`src/rtl/gray_pkg.sv`:
```
// Shared Gray-code helpers: conversion functions written for 32 bits and
// sliced by callers to their own width.
package gray_pkg;

  localparam int DEFAULT_WIDTH = 4;
  localparam int MAX_WIDTH     = 32;

  function automatic logic [MAX_WIDTH-1:0] bin2gray(input logic [MAX_WIDTH-1:0] bin);
    return bin ^ (bin >> 1);
  endfunction

  // Zero-extended inputs keep the upper bits 0, so the prefix XOR can always
  // start at bit 31 regardless of the caller's width.
  function automatic logic [MAX_WIDTH-1:0] gray2bin(input logic [MAX_WIDTH-1:0] gray);
    logic [MAX_WIDTH-1:0] bin;
    bin[MAX_WIDTH-1] = gray[MAX_WIDTH-1];
    for (int i = MAX_WIDTH - 2; i >= 0; i--) begin
      bin[i] = bin[i+1] ^ gray[i];
    end
    return bin;
  endfunction

endpackage

```
`src/rtl/gray2bin_conv.sv`:
```
// Combinational Gray-to-binary reconstruction (prefix XOR from the MSB).
module gray2bin_conv
  import gray_pkg::*;
#(
  parameter int WIDTH = DEFAULT_WIDTH
) (
  input  logic [WIDTH-1:0] i_gray,
  output logic [WIDTH-1:0] o_bin
);

  assign o_bin = WIDTH'(gray2bin(MAX_WIDTH'(i_gray)));

endmodule

```
`src/rtl/bin_gray_conv_ques3.sv`:
```
// Binary-to-Gray converter with a combinational output, a valid-qualified
// registered copy, and a sticky round-trip corruption flag.
module bin_gray_conv_ques3
  import gray_pkg::*;
#(
  parameter int WIDTH = DEFAULT_WIDTH
) (
  input  logic             clk,
  input  logic             rst,
  input  logic [WIDTH-1:0] b,
  input  logic             in_valid,
  output logic [WIDTH-1:0] g,
  output logic [WIDTH-1:0] g_q,
  output logic             g_vld,
  output logic [WIDTH-1:0] b_rt,
  output logic             rt_err
);

  logic [WIDTH-1:0] r_g_q;
  logic [WIDTH-1:0] r_b_cap;
  logic             r_g_vld;
  logic             r_rt_err;
  logic [WIDTH-1:0] w_b_rt;

  assign g = WIDTH'(bin2gray(MAX_WIDTH'(b)));

  // NOTE: sequential state uses non-blocking assignments so every register
  // samples the pre-edge values; rst is checked first so it wins over in_valid.
  always_ff @(posedge clk) begin
    if (rst) begin
      r_g_q    <= '0;
      r_b_cap  <= '0;
      r_g_vld  <= 1'b0;
      r_rt_err <= 1'b0;
    end else begin
      if (in_valid) begin
        r_g_q   <= WIDTH'(bin2gray(MAX_WIDTH'(b)));
        r_b_cap <= b;
      end
      r_g_vld  <= in_valid;
      // Sticky: once a mismatch is seen it stays set until reset.
      r_rt_err <= r_rt_err | (r_g_vld & (w_b_rt != r_b_cap));
    end
  end

  gray2bin_conv #(.WIDTH(WIDTH)) u_gray2bin (
    .i_gray (r_g_q),
    .o_bin  (w_b_rt)
  );

  assign g_q    = r_g_q;
  assign g_vld  = r_g_vld;
  assign b_rt   = w_b_rt;
  assign rt_err = r_rt_err;

endmodule

```
`config.mk`:
```
export PLATFORM = sky130hd
export DESIGN_NAME = bin_gray_conv_ques3
export DESIGN_NICKNAME = d
export VERILOG_FILES = /design/src/rtl/gray_pkg.sv /design/src/rtl/gray2bin_conv.sv /design/src/rtl/bin_gray_conv_ques3.sv
export SDC_FILE = /design/constraint.sdc
export NUM_CORES = 1
export LEC_CHECK = 0
export ABC_AREA = 1
export CORE_UTILIZATION = 35
export DETAILED_ROUTE_END_ITERATION = 16
export HOLD_SLACK_MARGIN = 0.05
export PLACE_DENSITY_LB_ADDON = 0.15
export SETUP_SLACK_MARGIN = 0.2
export SYNTH_ARGS = -nofsm -noshare
export SYNTH_HDL_FRONTEND = slang
export SYNTH_SLANG_ARGS = --single-unit
```
`constraint.sdc`:
```
create_clock -name clk -period 1.15 [get_ports clk]
set_input_delay 0.23 -clock clk [delete_from_list [all_inputs] [get_ports clk]]
set_output_delay 0.23 -clock clk [all_outputs]
set_load 0.1 [all_outputs]
```
==> impl_metrics.ini, run 1 <==
[synth]
syn_area_per_cell_um2 = 7.15
synthCells = 67
synth_cell_types = 15
yosys_register_bits = 9
synth-seq-area-share_pct = 37.6
synth_fp_nets = 74
syn-cell-area_um2 = 479
yosysWarnings = 0

[outcome]
status = stopped before the end
stop_error = [ERROR DPL-0033] detailed placement checks failed during check placement.
haltStage = clock tree synthesis (4_1_cts)

[clock_tree]
cts_hold_buf = 0
root_buffer = clkbuf_4
clkSinkCount = 9
cts_resized = 37
postCtsSetupBuffers = 6
cts_made_buffers = 3
cts.path.max_buffers = 2
htreeDepth = 1

[floorplanning]
start_util_pct = 40.4
boundaryPins = 21
die_w_um = 39
rows = 12
dieHeight_um = 39

[place]
gp_congestion = 0.695
placed_cell_area_mm2 = 0.00103
placed_cells = 113
port_buffers = 20
dpl.hpwl_um = 1040
## cell families after synthesis
family / count (synthesis) / share of synthesized area (%)
simple gates: 25 / 24.8
buf+inv: 18 / 16.4
flops: 9 / 37.6
compound gates: 11 / 13.8
xor+xnor: 4 / 7.31
## synthesized netlist by cell type
library cell,n,area [µm²]
a211oi_1,3,22.5
a21oi_1,4,20.0
a21oi_2,1,8.76
buf_4,3,22.5
clkbuf_1,2,7.51
dfxtp_1,9,180
inv_1,12,45.0
inv_2,1,3.75
nand2_1,11,41.3
nand2_2,3,18.8
nand3_1,4,20.0
nand3_2,2,20.0
nor2_1,5,18.8
o21ai_0,3,15.0
xor2_1,4,35.0
## per-stage QoR
stage | util [%] | hold WS [ns] | worst slack, ns | setup TNS (ns)
after floorplan | - | 0.370 | -0.543 | -1.37
after global placement | 87.2 | 0.467 | -0.292 | -2.46
after detailed placement | 87.2 | 0.475 | -0.299 | -3.06
==> run 2: changes to the inputs <==
--- a/config.mk
+++ b/config.mk
@@ -6,11 +6,10 @@
 export NUM_CORES = 1
 export LEC_CHECK = 0
 export ABC_AREA = 1
-export CORE_UTILIZATION = 35
+export CORE_AREA = 2 2 63 65
 export DETAILED_ROUTE_END_ITERATION = 16
-export HOLD_SLACK_MARGIN = 0.05
+export DIE_AREA = 0 0 65 67
 export PLACE_DENSITY_LB_ADDON = 0.15
-export SETUP_SLACK_MARGIN = 0.2
 export SYNTH_ARGS = -nofsm -noshare
 export SYNTH_HDL_FRONTEND = slang
 export SYNTH_SLANG_ARGS = --single-unit
==> constraint.sdc (replaced) <==
create_clock -name clk -period 1.5 [get_ports clk]
set_input_delay 0.3 -clock clk [delete_from_list [all_inputs] [get_ports clk]]
set_output_delay 0.3 -clock clk [all_outputs]
set_load 0.1 [all_outputs]
==> run 2 against run 1 <==
The flow now finishes, with violations (negative setup slack). Synthesized cell count did not move. Area after synthesis did not move.
==> impl_metrics.ini, run 2 <==
[synth]
synth_top_cell_by_area = dfxtp_1
yosysMostFrequentCell = inv_1
syn-cell-area_um2 = 479
syn_area_per_cell_um2 = 7.15
synth-seq-area-share_pct = 37.6
synth_fp_nets = 74
yosys_register_bits = 9
synth_top_cell_area_share_pct = 37.6
postSynth.asyncResetShare_pct = 0
ys_top_cells_by_area = dfxtp_1 (38%), inv_1 (9.4%), nand2_1 (8.6%), xor2_1 (7.3%), a211oi_1 (4.7%)
yosysWarnings = 0
synth-edff-count = 0
synth_cell_types = 15
synthCells = 67
ys.flop_type = dfxtp_1
synth_common_cells = inv_1 (12), nand2_1 (11), dfxtp_1 (9), nor2_1 (5)

[timing]
holdWs_ns = 0.478
fin_crit_ns = 1.62
setup_viol = 3
worstMarginPinSlew_ns = 0.371
fin_crit_sh_pct = 108
relSlewSlack_pct = 75.2
fin_skew_ns = 0.00273
rsz0062_at_grt = yes
hold_viol_final = 0
layout_setup_ws_ns = -0.120
max_clock_freq_mhz = 617
maxSlewViolCount = 0

[place]
gp_congestion = 0.660
placed_cell_area_um2 = 997
port_buffers = 20
place_worst_setup_slack_ns = -0.121
dpl.hpwl_um = 984

[setup_path]
worstPathRequired_ns = 1.20
critPathLaunchType = flop
cpMostUsedCell = nand2_4
slowest_delay_ns = 0.38
crit_fanout = 4
slowest_stage = dfxtp_4
worstPathCellList = inv_4, nand2_4, nand3_4, nand2_4, nand2_4, nand2_4, clkinvlp_4, buf_12
worst_ep_arrival_time_ns = 1.32
critPathKind = reg2out
cp-end-kind = output pin

[floorplanning]
die_w_um = 65
dieHeight_um = 67
rows = 22
start_util_pct = 13.3
dieArea_mm2 = 0.00436
core-area_mm2 = 0.00361
boundaryPins = 21

[power_and_ir_drop]
p_leak_nw = 0.507
p_per_area_mw_per_mm2 = 1060
seqPwrFrac_pct = 22.5
p_clk_share_pct = 22.2
comb_power_share_pct = 55.3
netSwitchingPower_w = 0.000528
switching_share_pct = 42.6
total_power_w = 0.00124
internal-power_w = 0.000711
ir_drop_uv = 273

[clock_tree]
root_buffer = clkbuf_8
cts_tree = built
clk_latency_ns = 0.23
cts_made_buffers = 3
htreeDepth = 1
path_clk_slew_ns = 0.05
cts.path.max_buffers = 2
clkSinkCount = 9

[routing]
wl_per_cell_um = 8.80
postRouteAntennaNets = 0
num_vias = 512
drt-initial-drc-count = 0
vias_per_cell = 3.46
drc = 0
wirelength_um = 1300
first_pass_iters = 1

[grt]
grt-busiest-layer = met2
globalRouteOverflowTotal = 0
grt_usage_pct = 6.42
grt_max_degree = 15
grt_util_met2_pct = 10.7
grt_use_met1_pct = 7.30
grt_pass1_wl_um = 2140
grt_use_met3_pct = 1.18
grt_antenna_before_repair = 0
grt_pass1_vias = 487

[final_layout]
area_growth_pct = 145
final_common_cell = buf_12
final_area_mm2 = 0.00117
antennaDiodeCount = 0
multiInputGateArea_um2 = 347
largest_register_ffs = 4
fin_util_pct = 32.5
n_fill_cell = 364
finish.net_count = 108
seq_area_um2 = 190
most-common-layout-cells = buf_12 (16), buf_4 (10), inv_1 (9)
drive_above_1_share_pct = 57.0

[outcome]
violations = negative setup slack
status = complete, but fails checks

[worst_hold_path]
min_path_type = reg2reg

[flow_run]
max_cap_violations = 0
run 2: cell counts after synthesis:
Identical to the previous run, type by type.
run 2: per-layer routing:
layer | routed length [µm] | vias to the layer above
li1 | - | 268
met1 | 510 | 233
met2 | 709 | 9
met3 | 57 | 2
met4 | 26 | 0
met5 | 0 | -
run 2: layout make-up:
cell class,count,share of cell area (%)
repair buffers,34,40.3
multi-input cells,40,29.5
flip-flops and latches,9,16.2
well taps,48,5.12
inverters,13,5.01
clock buffers,4,3.84
run 2: worst paths after layout:
| check | from | to | slack (ns) | cells past startpoint |
|---|---|---|---|---|
| worst max-delay path | g_q[2] | b_rt[0] | -0.12 | 8 |
| worst min-delay path | r_b_cap[2] | r_b_cap[2] | 0.48 | 2 |
| worst max register to register | g_q[2] | rt_err | -0.08 | 13 |
| worst min register to register | r_b_cap[2] | r_b_cap[2] | 0.48 | 2 |
run 2: cells by family (layout without fill, tap and decap cells):
| kind of cell | after synthesis | count (layout) | synth area share (%) |
|---|---|---|---|
| buf+inv | 18 | 51 | 16.4 |
| simple gates | 25 | 25 | 24.8 |
| flops | 9 | 9 | 37.6 |
| xor+xnor | 4 | 4 | 7.31 |
| compound gates | 11 | 11 | 13.8 |
run 2: repair_timing:
| item | in CTS | in global routing |
|---|---|---|
| hold buffers | 0 | 0 |
| buffers inserted | 6 | 3 |
| endpoints found under the hold margin | 0 | 0 |
| pin swaps | 6 | 6 |
| resized for setup | 12 | 11 |
| setup endpoints to repair | 6 | 3 |
run 2: per-stage QoR:
step           setup TNS, ns  instances
6_report              -0.288        148
4_1_cts               -0.356        146
5_1_grt               -0.517        148
3_5_place_dp          -0.372        136
3_3_place_gp          -0.357        136
2_1_floorplan         -0.531         67
run 2: power groups by stage:
stage / logic, W / registers, W / clock network, W
after global placement: 0.000609 / 0.000280 / 0
final: 0.000685 / 0.000279 / 0.000275
after CTS: 0.000649 / 0.000276 / 0.000282
after floorplan: 0.000307 / 0.000349 / 0
after detailed placement: 0.000611 / 0.000280 / 0
after global routing: 0.000715 / 0.000283 / 0.000298
run 2: worst max-delay path: cells and delay by family (launching register included):
| family | cells | cell delay, ns |
|---|---|---|
| buf+inv | 3 | 0.31 |
| flops | 1 | 0.38 |
| simple gates | 5 | 0.41 |
No activity file was read; power rests on OpenSTA's default activity.
==> run 3: changes to the inputs <==
--- a/config.mk
+++ b/config.mk
@@ -7,6 +7,7 @@
 export LEC_CHECK = 0
 export ABC_AREA = 1
 export CORE_AREA = 2 2 63 65
+export CTS_CLUSTER_DIAMETER = 80
 export DETAILED_ROUTE_END_ITERATION = 16
 export DIE_AREA = 0 0 65 67
 export PLACE_DENSITY_LB_ADDON = 0.15
==> results of run 3 <==
Same layout as run 2: the final DEF is identical, and so are final timing and power.
